**src/rtl/intan_pkg.sv**
```systemverilog
// Shared types and constants for the Intan RHD command sequencer: op codes,
// FSM states, device kinds, command encoders and the configuration ROM.
package intan_pkg;

  localparam int CONF_NUM_DEF  = 18;
  localparam int PIPE_LAT_DEF  = 2;
  localparam int CAL_DUMMY_DEF = 9;
  localparam int ID_LEN        = 5;

  typedef enum logic [1:0] {
    OP_CHK  = 2'd0,
    OP_CONF = 2'd1,
    OP_READ = 2'd2
  } op_e;

  typedef enum logic [2:0] {
    ST_IDLE    = 3'd0,
    ST_ISSUE   = 3'd1,
    ST_RELEASE = 3'd2,
    ST_EVAL    = 3'd3,
    ST_STALL   = 3'd4,
    ST_DONE    = 3'd5
  } state_e;

  localparam logic [1:0] DK_NONE = 2'b00;
  localparam logic [1:0] DK_2116 = 2'b01;
  localparam logic [1:0] DK_2132 = 2'b10;
  localparam logic [1:0] DK_2164 = 2'b11;

  localparam logic [1:0]  OPC_CONVERT   = 2'b00;
  localparam logic [1:0]  OPC_WRITE     = 2'b10;
  localparam logic [1:0]  OPC_READ      = 2'b11;
  localparam logic [15:0] CMD_CALIBRATE = 16'h5500;

  localparam logic [5:0] REG_ID0  = 6'd40;
  localparam logic [5:0] REG_CHIP = 6'd63;

  localparam logic [7:0] ID_2132 = 8'd1;
  localparam logic [7:0] ID_2116 = 8'd2;
  localparam logic [7:0] ID_2164 = 8'd4;

  localparam logic [7:0] CONF_ROM [CONF_NUM_DEF] = '{
    8'hDE, 8'h20, 8'h28, 8'h02, 8'h96, 8'h00, 8'h00, 8'h00, 8'h11,
    8'h80, 8'h10, 8'h80, 8'h2C, 8'h86, 8'hFF, 8'hFF, 8'hFF, 8'hFF
  };

  function automatic logic [15:0] cmd_convert(input logic [5:0] c);
    return {OPC_CONVERT, c, 8'h00};
  endfunction

  function automatic logic [15:0] cmd_write(input logic [5:0] r, input logic [7:0] d);
    return {OPC_WRITE, r, d};
  endfunction

  function automatic logic [15:0] cmd_read(input logic [5:0] r);
    return {OPC_READ, r, 8'h00};
  endfunction

  localparam logic [15:0] CMD_DUMMY = {OPC_READ, REG_CHIP, 8'h00};

  // ASCII "INTAN", returned in the low byte of registers 40..44
  function automatic logic [7:0] intan_char(input logic [2:0] i);
    case (i)
      3'd0:    return 8'h49;
      3'd1:    return 8'h4E;
      3'd2:    return 8'h54;
      3'd3:    return 8'h41;
      3'd4:    return 8'h4E;
      default: return 8'h00;
    endcase
  endfunction

  function automatic logic [1:0] chip_kind(input logic [7:0] id);
    case (id)
      ID_2132: return DK_2132;
      ID_2116: return DK_2116;
      ID_2164: return DK_2164;
      default: return DK_NONE;
    endcase
  endfunction

endpackage

```
**src/rtl/intan_cmd_gen.sv**
```systemverilog
// Maps (op, command index, device kind) to the command word, the end-of-sequence
// flag and whether this command's completion carries a result worth capturing.
module intan_cmd_gen
  import intan_pkg::*;
#(
  parameter int CONF_NUM  = CONF_NUM_DEF,
  parameter int PIPE_LAT  = PIPE_LAT_DEF,
  parameter int CAL_DUMMY = CAL_DUMMY_DEF
) (
  input  op_e         op,
  input  logic [6:0]  idx,
  input  logic [1:0]  dev_kind,
  output logic [15:0] txd,
  output logic        is_last,
  output logic        capture_en
);

  logic [6:0] n_chan;
  logic [6:0] last_idx;

  always_comb begin
    case (dev_kind)
      DK_2116: n_chan = 7'd16;
      DK_2132: n_chan = 7'd32;
      DK_2164: n_chan = 7'd64;
      default: n_chan = 7'd0;
    endcase
  end

  // Every sequence ends with PIPE_LAT (or CAL_DUMMY) dummies; anything past the
  // real commands falls through to the dummy default.
  always_comb begin
    txd        = CMD_DUMMY;
    last_idx   = '0;
    capture_en = 1'b0;
    case (op)
      OP_CHK: begin
        last_idx   = 7'(ID_LEN + PIPE_LAT);
        capture_en = idx >= 7'(PIPE_LAT);
        if (idx < 7'(ID_LEN))
          txd = cmd_read(REG_ID0 + idx[5:0]);
        else if (idx == 7'(ID_LEN))
          txd = cmd_read(REG_CHIP);
      end
      OP_CONF: begin
        last_idx = 7'(CONF_NUM + CAL_DUMMY);
        if (idx < 7'(CONF_NUM))
          txd = cmd_write(idx[5:0], CONF_ROM[idx[4:0]]);
        else if (idx == 7'(CONF_NUM))
          txd = CMD_CALIBRATE;
      end
      OP_READ: begin
        last_idx   = n_chan + 7'(PIPE_LAT - 1);
        capture_en = idx >= 7'(PIPE_LAT);
        if (idx < n_chan)
          txd = cmd_convert(idx[5:0]);
      end
      default: ;
    endcase
  end

  assign is_last = (idx == last_idx);

endmodule

```
**src/rtl/intan_seq.sv**
```systemverilog
// Intan RHD command sequencer: runs check/configure/read sequences over a
// 4-phase SPI handshake and pushes converted samples into the input FIFO.
module intan_seq
  import intan_pkg::*;
#(
  parameter int CONF_NUM  = CONF_NUM_DEF,
  parameter int PIPE_LAT  = PIPE_LAT_DEF,
  parameter int CAL_DUMMY = CAL_DUMMY_DEF
) (
  input  logic        clk,
  input  logic        rst,
  output logic        err,
  input  logic        fs_check,
  input  logic        fs_conf,
  input  logic        fs_read,
  output logic        fd_check,
  output logic        fd_conf,
  output logic        fd_read,
  output logic [1:0]  dev_kind,
  output logic        spi_fs,
  output logic [15:0] spi_txd,
  input  logic        spi_fd,
  input  logic [15:0] spi_rxd,
  output logic        fifoi_txen,
  output logic [15:0] fifoi_txd,
  input  logic        fifoi_full
);

  state_e      state_q, state_d;
  op_e         op_q, op_d;
  logic [6:0]  idx_q, idx_d;
  logic [15:0] rx_q, rx_d;
  logic [1:0]  dev_kind_q, dev_kind_d;
  logic        err_q, err_d;
  logic        chk_bad_q, chk_bad_d;

  logic [15:0] cmd_txd;
  logic        is_last;
  logic        cap_en;
  logic        push;
  logic        advance;
  logic        fs_cur;
  logic [6:0]  res_idx;

  intan_cmd_gen #(
    .CONF_NUM  (CONF_NUM),
    .PIPE_LAT  (PIPE_LAT),
    .CAL_DUMMY (CAL_DUMMY)
  ) u_cmd_gen (
    .op         (op_q),
    .idx        (idx_q),
    .dev_kind   (dev_kind_q),
    .txd        (cmd_txd),
    .is_last    (is_last),
    .capture_en (cap_en)
  );

  // rx_q holds the result of command idx_q - PIPE_LAT
  assign res_idx = idx_q - 7'(PIPE_LAT);

  always_comb begin
    case (op_q)
      OP_CHK:  fs_cur = fs_check;
      OP_CONF: fs_cur = fs_conf;
      default: fs_cur = fs_read;
    endcase
  end

  always_comb begin
    state_d    = state_q;
    op_d       = op_q;
    idx_d      = idx_q;
    rx_d       = rx_q;
    dev_kind_d = dev_kind_q;
    err_d      = err_q;
    chk_bad_d  = chk_bad_q;
    push       = 1'b0;
    advance    = 1'b0;
    case (state_q)
      ST_IDLE: begin
        idx_d = '0;
        if (fs_check) begin
          op_d      = OP_CHK;
          chk_bad_d = 1'b0;
          state_d   = ST_ISSUE;
        end else if (fs_conf) begin
          op_d = OP_CONF;
          if (dev_kind_q == DK_NONE) begin
            err_d   = 1'b1;
            state_d = ST_DONE;
          end else begin
            state_d = ST_ISSUE;
          end
        end else if (fs_read) begin
          op_d = OP_READ;
          if (dev_kind_q == DK_NONE) begin
            err_d   = 1'b1;
            state_d = ST_DONE;
          end else begin
            state_d = fifoi_full ? ST_STALL : ST_ISSUE;
          end
        end
      end
      ST_STALL: begin
        if (!fifoi_full) state_d = ST_ISSUE;
      end
      ST_ISSUE: begin
        if (spi_fd) begin
          rx_d    = spi_rxd;
          state_d = ST_RELEASE;
        end
      end
      ST_RELEASE: begin
        if (!spi_fd) state_d = ST_EVAL;
      end
      ST_EVAL: begin
        advance = 1'b1;
        if (cap_en) begin
          if (op_q == OP_CHK && res_idx < 7'(ID_LEN) &&
              rx_q[7:0] != intan_char(res_idx[2:0]))
            chk_bad_d = 1'b1;
          // A sample waits here rather than being dropped while the FIFO is full
          if (op_q == OP_READ) begin
            if (fifoi_full) advance = 1'b0;
            else            push    = 1'b1;
          end
        end
        if (advance) begin
          if (is_last) begin
            state_d = ST_DONE;
            if (op_q == OP_CHK) begin
              if (chk_bad_q || chip_kind(rx_q[7:0]) == DK_NONE) begin
                dev_kind_d = DK_NONE;
                err_d      = 1'b1;
              end else begin
                dev_kind_d = chip_kind(rx_q[7:0]);
              end
            end
          end else begin
            idx_d   = idx_q + 7'd1;
            state_d = (op_q == OP_READ && fifoi_full) ? ST_STALL : ST_ISSUE;
          end
        end
      end
      ST_DONE: begin
        if (!fs_cur) state_d = ST_IDLE;
      end
      default: state_d = ST_IDLE;
    endcase
  end

  always_ff @(posedge clk or negedge rst) begin
    if (!rst) begin
      state_q    <= ST_IDLE;
      op_q       <= OP_CHK;
      idx_q      <= '0;
      rx_q       <= '0;
      dev_kind_q <= DK_NONE;
      err_q      <= 1'b0;
      chk_bad_q  <= 1'b0;
    end else begin
      state_q    <= state_d;
      op_q       <= op_d;
      idx_q      <= idx_d;
      rx_q       <= rx_d;
      dev_kind_q <= dev_kind_d;
      err_q      <= err_d;
      chk_bad_q  <= chk_bad_d;
    end
  end

  assign spi_fs     = (state_q == ST_ISSUE);
  assign spi_txd    = spi_fs ? cmd_txd : 16'h0000;
  assign fifoi_txen = push;
  assign fifoi_txd  = rx_q;
  assign fd_check   = (state_q == ST_DONE) && (op_q == OP_CHK);
  assign fd_conf    = (state_q == ST_DONE) && (op_q == OP_CONF);
  assign fd_read    = (state_q == ST_DONE) && (op_q == OP_READ);
  assign dev_kind   = dev_kind_q;
  assign err        = err_q;

endmodule
```
**config.mk**
```make
export PLATFORM = sky130hd
export DESIGN_NAME = intan_seq
export DESIGN_NICKNAME = d
export VERILOG_FILES = /design/src/rtl/intan_pkg.sv /design/src/rtl/intan_cmd_gen.sv /design/src/rtl/intan_seq.sv
export SDC_FILE = /design/constraint.sdc
export NUM_CORES = 1
export LEC_CHECK = 0
export CAP_MARGIN = 10
export CORE_MARGIN = 4
export CORE_UTILIZATION = 50
export DETAILED_ROUTE_END_ITERATION = 12
export DONT_BUFFER_PORTS = 1
export HOLD_SLACK_MARGIN = 0.12
export PLACE_DENSITY = 0.66
export SYNTH_ARGS = -nofsm -noshare
export SYNTH_HDL_FRONTEND = slang
export SYNTH_SLANG_ARGS = --single-unit
```
**constraint.sdc**
```tcl
create_clock -name clk -period 2.59 [get_ports clk]
set_clock_uncertainty 0.15 [all_clocks]
set_input_delay 0.3885 -clock clk [delete_from_list [all_inputs] [get_ports clk]]
set_output_delay 0.3885 -clock clk [all_outputs]
set_load 0.01 [all_outputs]
```
Word-level counts from Yosys, hierarchy flattened
Memories as Yosys holds them, arrays and structs flattened.
Cells that the tools add are included.
Word-level totals
  bits of input ports: 23
  register bits after elaboration: 32
  output and inout bits: 40
  logic and storage cells: 138
  memories: 1
  bits in read-only memories: 256
Cells by class
  equality and inequality tests: 35
  bitwise operators: 1
  order comparisons: 6
  add/subtract/negate cells: 4
  reduce and logical (&&, ||, !) cells: 23
  muxes and demuxes: 61
Memories
  (name not given): depth 32, width 8, read ports 1, clocked after Yosys merged registers in 0, wr ports 0, line intan_cmd_gen.sv:48  | txd = cmd_write(idx[5:0], CONF_ROM[idx[4:0]]);
Operator list (count)
  two-way mux 16 bit: 4
  case mux 16 bit (3 select lines): 1
  case mux 7 bit (3 select lines): 2
  two-way mux 3 bit: 13
  two-way mux 8 bit: 4
  case mux 7 bit (4 select lines): 1
  != test 2 bit, second input constant: 12
  two-way mux 1 bit: 19
  case mux 3 bit (6 select lines): 1
  two-way mux 2 bit: 8
  adder 7 x 1 -> 7 bit, second input constant: 2
  < comparator 7 x 3 -> 1 bit, second input constant: 2
  two-way mux 14 bit: 1
  two-way mux 7 bit: 2
  case mux 7 bit (2 select lines): 1
  == test 3 x 2 -> 1 bit, second input constant: 4
  == test 3 bit, second input constant: 3
  == test 8 x 1 -> 1 bit, second input constant: 1
  == test 8 x 2 -> 1 bit, second input constant: 1
  == test 8 x 3 -> 1 bit, second input constant: 1
  != test 8 bit: 1
  AND reduction 4 bit: 2
  == test 7 x 5 -> 1 bit, second input constant: 1
  == test 7 bit: 1
  26 further kinds: 42

Logic depth before layout (Yosys ltp)
Gate-level depths: netlist of the first run.
  word-level depth: 15
  gate-level depth with buffers: 9
  depth with buffers taken out: 8

Modules after synthesis
A second synthesis of the first run with hierarchy kept.
Unflattened totals
  cells, all modules: 321
  area total of the unflattened synthesis: 2762.6 um^2
By module, submodules not included
  intan_seq: times used 1, cells an instance 215, area each 2075.7 um^2, sequential area each 800.8 um^2
  intan_cmd_gen: times used 1, cells an instance 106, area each 686.9 um^2, sequential area each 0.0 um^2

Worst setup path after synthesis of the first run
Ideal clock, no wire load.
  kind: register -> output
  from: register idx_q[4]
  to: output spi_txd[9]
  stages on the path, launching flop included: 10
  data arrival time: 2.133 ns
  setup slack: -0.082 ns
  required time: 2.052 ns
  path buffers: 1
  path through: dfrtp_1 > clkbuf_1 > inv_1 > ha_1 > or3b_4 > a21oi_1 > mux2i_1 > a2bb2oi_1 > nor2_1 > a311oi_1
Between the ends
  longest elaborated chain between the ends: 5
  elaborated cells between the ends (all ways): 10
  those cells by class: order compare: 3; eq/ne: 1; mux: 6
Ends and longest elaborated chain
  start: declaration: line intan_seq.sv:31  | logic [6:0] idx_q, idx_d;
  start signal: assignment: line intan_seq.sv:164  | idx_q <= idx_d;
  parallel branches: the longest is 3 deep, another holds < comparator 7 bit
  case mux 16 bit (3 select lines) (*): line intan_cmd_gen.sv:36  | case (op)
  two-way mux 16 bit (*): line intan_seq.sv:173  | assign spi_txd = spi_fs ? cmd_txd : 16'h0000;
  end: declaration: line intan_seq.sv:21  | output logic [15:0] spi_txd,
Mark *: on every way between the ends.

Worst setup path in the final report of the first run
  from: register idx_q[3]
  to: output spi_txd[11]
Between the ends
  longest elaborated chain between the ends: 5
  elaborated cells between the ends (all ways): 11
  those cells by class: add/sub: 1; order compare: 3; eq/ne: 1; mux: 6
Ends and longest elaborated chain (line)
  parallel branches: the longest is 3 deep, another holds adder 6 bit
  case mux 16 bit (3 select lines) (*): intan_cmd_gen.sv:36
  two-way mux 16 bit (*): intan_seq.sv:173
Marked as above.

==> impl_metrics.yaml, run 1 <==
synthesis:
  synth-xor-area-share_pct: 3.95
  synth_mux_area_share_pct: 9.36
  synth_top_area_share_pct: 30.1
  synth_seq_area_share_pct: 30.1
  syn_nets: 352
  synthAdderAreaFrac_pct: 7.53
  ys.flop_type: "dfrtp_1"
  synth-compound-area-share_pct: 20.3
  yosysMostFrequentCell: "nor2_1"
  syn_inst: 313
  synth_area_leaders: "dfrtp_1 (30%), ha_1 (7.5%), mux2_2 (7.2%), a21oi_1 (5.5%), nor2_1 (4.7%)"
  ys_ff_latch: 32
  syn_area_per_cell_sq_um: 8.50
  synth_edf_count: 0
  synth_cell_types: 60
  yosys-top-cells-count: "nor2_1 (33), dfrtp_1 (32), a21oi_1 (29)"
  syn_area_sq_um: 2660
  synth_top_family_by_area: "simple AND/OR/NAND/NOR gates"
  synth_warnings: 0
  synthArstFlopShare_pct: 100
  synth-simple-area-share_pct: 22.9
  synth_area_leader_cell: "dfrtp_1"
critical_path:
  worstPathRequired_ns: 2.05
  cp_num_buf_inv: 2
  cp_cell_sequence: "buf_4, ha_2, nor4_2, nor2_1, buf_4, a21oi_1, o221a_1"
  rr_worst_depth: 7
  crit_fanout: 4
  worst-path-stages: 7
  crit_top_cell: "buf_4"
  cp.arrival_ns: 2.10
  crit_start: "idx_q[3]"
  worst-setup-path-type: "reg2out"
  reg2reg_from: "op_q[1]"
  cpMaxStageDelayCell: "dfrtp_1"
  start_kind: "flip-flop"
  r2r_end: "idx_q[2]"
  setup.worst_path.end: "spi_txd[11]"
  cpPeakStageDelay_ns: 0.39
  cp-end-kind: "output pin"
  cpLargestDelayFamily: "simple AND/OR/NAND/NOR gates"
  r2r_slack_ns: 0.20
sta:
  hold_violations: 0
  layout_setup_ws_ns: -0.0470
  relSlewSlack_pct: 50.2
  rsz0062_at_grt: "yes"
  tightest_slew_ns: 0.748
  finalCritPeriodShare_pct: 102
  drv_slew: 0
  finalSetupViolations: 8
  fmax_mhz: 379
  min_period_ns: 2.64
route:
  vias_per_cell: 5.85
  met1_length_um: 3140
  drt_iter0_markers: 165
  drt_pass1_iterations: 4
  ant_nets: 0
  wirelength_um: 7390
  wl_met3_um: 595
  vias: 2540
  drc_errors: 0
  routed.top_layer: "met4"
  routedWlPerCell_um: 17.0
  wl_met2_um: 3560
clocking:
  cts_tree: "done"
  clk_path_buf_depth: 2
  clk_pin_slew_worst_paths_ns: 0.07
  ctsHtreeMaxLevel: 2
  clkLatencyLatePin_ns: 0.28
  clkSinkCount: 32
  cts_buffers: 5
  cts_root_buffer: "clkbuf_8"
flow_run:
  cap_violations: 0
die:
  rows: 26
  die_w_um: 80.9
  pin_count: 63
  start_util_pct: 51.8
  dieHeight_um: 80.9
  die_area_sq_um: 6550
  core_area_sq_um: 5140
grt:
  track_usage_pct: 23.5
  grt-ovfl-total: 0
  grt_pass1_vias: 2495
  grt_max_degree: 33
  grt_pass1_wl_um: 12100
  antenna_found_initial: 0
place:
  post-dp-hpwl_um: 5280
  preCtsSetupSlack_ns: 0.100
  gp_congestion: 0.865
  dp_cells: 400
  portBuffers: 0
outcome:
  violations: "setup timing"
  outcome: "complete, but fails checks"
final_layout:
  drive_above_1_share_pct: 32.1
  areaGrowthSynthToFinish_pct: 30.1
  fin_cells: 434
  antenna_cells: 0
  fin_nets: 402
  n_fill_cell: 409
min_path:
  min_path_type: "in2reg"
power_and_ir_drop:
  power.density_nw_per_um2: 996
  irDropWorstVdd_mv: 0.786
  p_leak_nw: 1.44
[power breakdown]
| group | switching (mW) | internal (mW) |
|---|---|---|
| registers | 0.317 | 0.684 |
| logic | 1.05 | 0.872 |
| clock network | 0.186 | 0.339 |
[worst reg2reg max path: cells and delay by family, from the launching register on]
family / cells / cell delay, ns
muxes: 1 / 0.30
DFF: 1 / 0.51
buffers and inverters: 1 / 0.20
and+or+nand+nor: 3 / 0.65
AOI/OAI and AO/OA: 2 / 0.47
[sequential cells by signal (all words and copies together), names as in the netlist]
| signal | cells |
|---|---|
| err | 1 |
| dev_kind | 2 |
| fifoi_txd | 16 |
| state_q | 3 |
| chk_bad_q | 1 |
| idx_q | 7 |
| op_q | 2 |
[per-stage QoR]
step | TNS, ns | area, sq um | utilization, % | hold WS (ns) | total power, mW
floorplan | 0 | 2660 | - | -0.0571 | 2.23
global placement | 0 | 2930 | 56.9 | -0.0563 | 2.71
detailed placement | 0 | 2930 | 56.9 | -0.0562 | 2.75
CTS | -0.0146 | 3380 | 65.8 | 0.127 | 3.39
global route | -1.36 | 3460 | 67.3 | 0.148 | 3.71
finish | -0.175 | 3460 | 67.3 | 0.132 | 3.45
[layer usage]
metal | vias to the layer above | GRT usage, %
li1 | 1229 | -
met1 | 1208 | 30.4
met2 | 94 | 38.8
met3 | 9 | 5.54
met4 | 0 | 6.93
met5 | - | 0
[cells in the final DEF (no fill, tap or decap), types with 8 or more instances in the layout]
cell           count
o21ai_0           14
inv_1              8
dfrtp_1           28
buf_4             42
nand2_1           20
nor3_1            13
mux2_2            17
nor2_1            30
dlygate4sd3_1     19
a21oi_1           21
ha_1              11
[area by class of cell]
class | instances | area [sq um] | share of cell area [%]
clock buffers | 7 | 96.3 | 2.78
clock inverters | 1 | 30.0 | 0.868
inverters | 11 | 41.3 | 1.19
multi-input cells | 248 | 1840 | 53.1
flip-flops and latches | 32 | 806 | 23.3
well taps | 70 | 87.6 | 2.53
repair buffers | 65 | 563 | 16.3
[cell families after synthesis]
kind of cell               after synthesis
and+or+nand+nor                        114
AOI/OAI and AO/OA                       84
buffers and inverters                   33
DFF                                     32
muxes                                   22
adders and majority gates               16
xor gates and xnor gates                12
[worst min path at each step]
stage,to,cells past startpoint,start
after floorplan,chk_bad_q,0,rst
after global placement,idx_q[5],0,rst
after detailed placement,idx_q[5],0,rst
after CTS,op_q[1],3,fs_check
after global routing,chk_bad_q,3,fs_check
final,op_q[1],3,fs_check
[timing repair]
item	4_1_cts	5_1_grt
endpoints found under the hold margin	50	0
pin swaps	7	4
setup buffers	5	1
hold buffers	20	0
setup endpoints to repair	15	16
gates resized for setup	25	19
Note: power is estimated with default switching activity, not from simulation.
==> inputs of run 2 (changes only) <==
- CORE_UTILIZATION: 50 -> 40
- PLACE_DENSITY: 0.66 -> 0.54
==> impl_metrics.yaml, run 2 (synthesis results as in run 1) <==
power_and_ir_drop:
  p_seq_share_pct: 30.6
  power_mw: 3.35
  pwr-share-clk_pct: 11.7
  intPower_mw: 1.76
  switching_share_pct: 47.5
  p_comb_share_pct: 57.6
  p_leak_nw: 1.42
  irDropWorstVdd_mv: 0.715
  power.density_nw_per_um2: 970
  p_switching_mw: 1.59
route:
  ant_nets: 0
  routedWlPerCell_um: 17.4
  vias_per_cell: 5.74
  vias: 2519
  wirelength_um: 7650
  drt_iter0_markers: 173
  drt_pass1_iterations: 4
  drc_errors: 0
final_layout:
  design_area_sq_um: 3460
  antenna_cells: 0
  final_cell_mix: "buf_4 (40), nor2_1 (28), dfrtp_1 (27), nand2_1 (20), dlygate4sd3_1 (20)"
  areaGrowthSynthToFinish_pct: 30.0
  n_fill_cell: 613
  largest_reg_flops: 16
  fin_nets: 400
  final_common_cell: "buf_4"
  drive_above_1_share_pct: 32.3
critical_path:
  cp.arrival_ns: 2.13
  crit_fanout: 6
  cpPeakStageDelay_ns: 0.47
  r2r_end: "chk_bad_q"
  cp-end-kind: "output pin"
  cp_cell_sequence: "inv_2, ha_4, or3b_4, a21oi_4, mux2i_2, a2bb2oi_2, nor2_2, a311oi_1, buf_4"
  cpMaxStageDelayCell: "dfrtp_2"
  reg2reg_from: "idx_q[0]"
  worst-setup-path-type: "reg2out"
  r2r_slack_ns: 0.16
  worstPathRequired_ns: 2.05
  start_kind: "flip-flop"
  rr_worst_depth: 7
die:
  die_w_um: 89.6
  dieHeight_um: 89.6
  die_area_sq_um: 8020
  rows: 29
  core_area_sq_um: 6390
  pin_count: 63
  start_util_pct: 41.7
clocking:
  cts_buffers: 5
  cts_tree: "done"
  cts_root_buffer: "clkbuf_8"
  clkLatencyLatePin_ns: 0.29
  clk_path_buf_depth: 2
  clk_pin_slew_worst_paths_ns: 0.08
  ctsHtreeMaxLevel: 2
  clkSinkCount: 32
min_path:
  min_path_type: "in2reg"
  min_from: "fs_conf"
  hold_end: "op_q[0]"
  min_path_cells: 2
sta:
  hold_violations: 0
  fmax_mhz: 375
  finalCritPeriodShare_pct: 103
  rsz0062_at_grt: "yes"
  relSlewSlack_pct: 68.1
  holdWs_ns: 0.143
  tightest_slew_ns: 0.466
  drv_slew: 0
  layout_setup_ws_ns: -0.0770
  finalSetupViolations: 12
  min_period_ns: 2.67
grt:
  grt-ovfl-total: 0
  track_usage_pct: 20.3
  antenna_found_initial: 0
  grt_pass1_wl_um: 12700
  grt_max_degree: 33
  grt_pass1_vias: 2550
outcome:
  violations: "setup timing"
  outcome: "complete, but fails checks"
place:
  gp_congestion: 0.831
  portBuffers: 0
  dpl_cell_area_sq_um: 2900
  post-dp-hpwl_um: 5430
flow_run:
  cap_violations: 0
## run 2: worst max-delay path by stage
stage,to,slack [ns],from
final,spi_txd[9],-0.08,idx_q[4]
after global routing,spi_txd[9],-0.16,idx_q[3]
after CTS,spi_txd[9],-0.04,idx_q[4]
after detailed placement,spi_txd[9],0.11,idx_q[3]
after global placement,spi_txd[13],0.13,dev_kind[0]
after floorplan,spi_txd[9],0.05,idx_q[4]
## run 2: repair_timing
action	4_1_cts	5_1_grt
pin swaps	4	12
endpoints found under the setup margin	15	17
setup buffers	6	2
gates resized for setup	25	24
hold buffers	21	0
endpoints found under the hold margin	50	0
## run 2: power by group through the flow
| stage | clock network, mW | registers [mW] | logic (mW) |
|---|---|---|---|
| after floorplan | 0 | 0.892 | 1.34 |
| final | 0.394 | 1.03 | 1.93 |
| after global placement | 0 | 1.04 | 1.69 |
| after detailed placement | 0 | 1.03 | 1.70 |
| after CTS | 0.412 | 1.03 | 1.88 |
| after global routing | 0.428 | 1.08 | 2.13 |
## run 2: area by class of cell
class	count	area, sq um	area share (%)
Clock buffer	5	68.8	1.99
Sequential cell	32	807	23.3
Clock inverter	3	18.8	0.543
Timing Repair Buffer	63	543	15.7
Inverter	11	41.3	1.19
Multi-Input combinational cell	248	1880	54.5
Tap cell	77	96.3	2.79
## run 2: critical path, delay by kind of cell, from the launching register on
family | cells | cell delay, ns
AOI/OAI and AO/OA | 3 | 0.37
adders and majority gates | 1 | 0.14
buffers and inverters | 2 | 0.26
DFF | 1 | 0.47
muxes | 1 | 0.11
and+or+nand+nor | 2 | 0.50
## run 2: layer usage
| metal | track usage, % | vias to the layer above | part of all wire [%] |
|---|---|---|---|
| li1 | - | 1230 | - |
| met1 | 26.6 | 1209 | 45 |
| met2 | 33.4 | 72 | 48 |
| met3 | 4.52 | 8 | 6.1 |
| met4 | 5.82 | 0 | 1.2 |
| met5 | 0 | - | 0 |
## run 2: through the flow
stage	utilization [%]	setup slack [ns]	TNS (ns)	cells
finish	54.2	-0.0770	-0.489	439
global route	54.2	-0.156	-1.70	439
CTS	52.2	-0.0433	-0.163	437
detailed placement	45.4	0.113	0	402
global placement	45.4	0.127	0	402
floorplan	-	0.0532	0	313
==> inputs of run 3 (changes only) <==
- PLACE_DENSITY: 0.54 -> 0.52
- RECOVER_POWER: not set -> 100
- clock period: 2.59 -> 3.1 ns (I/O delays scaled with it)
==> impl_metrics.yaml, run 3 (synthesis results as in run 1) <==
outcome:
  outcome: "complete, but fails checks"
  violations: "capacitance limit, slew limit"
final_layout:
  design_area_sq_um: 2860
  seq_area_sq_um: 802
  n_fill_cell: 661
  largest_reg_flops: 16
  fin_nets: 360
  drive_above_1_share_pct: 14.0
  areaGrowthSynthToFinish_pct: 7.67
  final_cell_mix: "nor2_1 (32), dfrtp_1 (31), a21oi_1 (28), nand2_1 (20), mux2_2 (17)"
  final_common_cell: "nor2_1"
  multi_input_area_sq_um: 1690
  antenna_cells: 0
critical_path:
  start_kind: "flip-flop"
  r2r_slack_ns: 0.23
  crit_fanout: 8
  worstPathRequired_ns: 2.48
  worst-setup-path-type: "reg2out"
  cpLargestDelayFamily: "simple AND/OR/NAND/NOR gates"
  worst-path-stages: 8
  cp.arrival_ns: 2.32
  cp_num_buf_inv: 2
  r2r_end: "dev_kind[1]"
  cp-end-kind: "output pin"
  reg2reg_from: "op_q[1]"
  cpPeakStageDelay_ns: 0.47
  cpMaxStageDelayCell: "or4_1"
  cp_cell_sequence: "inv_1, ha_1, nor2b_1, or4_1, nor2_2, nand2_2, a21oi_1, clkbuf_1"
  rr_worst_depth: 6
min_path:
  hold_end: "fifoi_txd[2]"
  min_path_type: "in2reg"
  min_from: "spi_rxd[2]"
  min_path_cells: 1
sta:
  fmax_mhz: 341
  min_period_ns: 2.93
  finalSetupViolations: 0
  tightest_slew_ns: 1.79
  hold_violations: 0
  fin_tns_setup_ns: 0
  finalCritPeriodShare_pct: 94.6
  rsz0062_at_grt: "no"
  drv_slew: 33
  relSlewSlack_pct: -19.3
die:
  rows: 29
  core_area_sq_um: 6390
  pin_count: 63
  die_area_sq_um: 8020
  die_w_um: 89.6
  dieHeight_um: 89.6
  start_util_pct: 41.7
route:
  vias: 2351
  ant_nets: 0
  drc_errors: 0
  drt_pass1_iterations: 4
  wirelength_um: 7280
  vias_per_cell: 5.89
  routedWlPerCell_um: 18.2
  drt_iter0_markers: 140
clocking:
  cts_tree: "done"
  cts_root_buffer: "clkbuf_8"
  cts_buffers: 5
  post_cts_buffers: 0
  clk_path_buf_depth: 2
  clkLatencyLatePin_ns: 0.28
  ctsHtreeMaxLevel: 2
  clk_pin_slew_worst_paths_ns: 0.07
  clkSinkCount: 32
grt:
  grt_pass1_wl_um: 12200
  grt_pass1_vias: 2313
  grt-ovfl-total: 0
  grt_max_degree: 33
  track_usage_pct: 19.5
  antenna_found_initial: 0
power_and_ir_drop:
  irDropWorstVdd_mv: 0.469
  power_mw: 2.53
  p_leak_nw: 1.16
  power.density_nw_per_um2: 883
flow_run:
  cap_violations: 1
place:
  gp_congestion: 0.866
  portBuffers: 0
  post-dp-hpwl_um: 5360
  dpl_cell_area_sq_um: 2790
[run 3: cell count changes in the layout (fill, tap and decap cells not counted), sizes merged]
cell	before	now
buf	43	10
dlygate4sd3	20	2
clkbuf	5	18
clkinv	3	0
clkinvlp	0	1
[run 3: layout make-up]
class / instances / share of cell area, %
clock inverter: 1 / 0.262
multi-input combinational: 248 / 59.2
sequential: 32 / 28.0
tap: 77 / 3.36
inverter: 11 / 1.44
timing repair buffer: 23 / 4.76
clock buffer: 7 / 3.01
[run 3: stage by stage]
step	worst slack [ns]	cells	hold WS (ns)	util, %
2_1_floorplan	0.352	313	0.0194	-
5_1_grt	0.00196	399	0.162	44.8
6_report	0.167	399	0.179	44.8
3_5_place_dp	0.365	388	0.0203	43.7
4_1_cts	0.0575	399	0.168	45.8
3_3_place_gp	0.438	388	0.0202	43.7
[run 3: worst max path at each step]
stage                       endpoint  slack [ns]  startpoint
after floorplan           spi_txd[9]        0.35    idx_q[4]
after global placement    spi_txd[3]        0.44    idx_q[3]
after detailed placement  spi_txd[9]        0.37    idx_q[3]
after CTS                 spi_txd[5]        0.06    idx_q[3]
after global routing      spi_txd[6]       0.002    idx_q[3]
final                     spi_txd[5]        0.17    idx_q[3]
[run 3: routing by layer]
metal  vias up  global-route usage, %  routed length, um
met5         -                      0                  0
met3         4                   5.25                517
met1      1116                   26.9               3360
met4         0                   4.19                 44
li1       1147                      -                  -
met2        84                   30.7               3360
[run 3: timing repair]
action                                 4_1_cts  5_1_grt
gates resized for setup                      0        5
hold buffers                                 3        0
setup endpoints to repair                    0       12
endpoints found under the hold margin       33        0
[run 3: worst reg2reg max path: stages, from the launching register on]
cell      delay [ns]
dfrtp_1         0.52
nor2b_1         0.40
nand4_1         0.15
a221oi_1        0.32
o211ai_1        0.50
nor3_4          0.37
mux2_1          0.35
[run 3: where the power goes]
part | switching, mW | total, mW | internal (mW) | leakage (nW)
logic | 0.782 | 1.34 | 0.555 | 0.722
registers | 0.283 | 0.852 | 0.569 | 0.394
clock network | 0.160 | 0.340 | 0.180 | 0.0445
total | 1.22 | 2.53 | 1.30 | 1.16
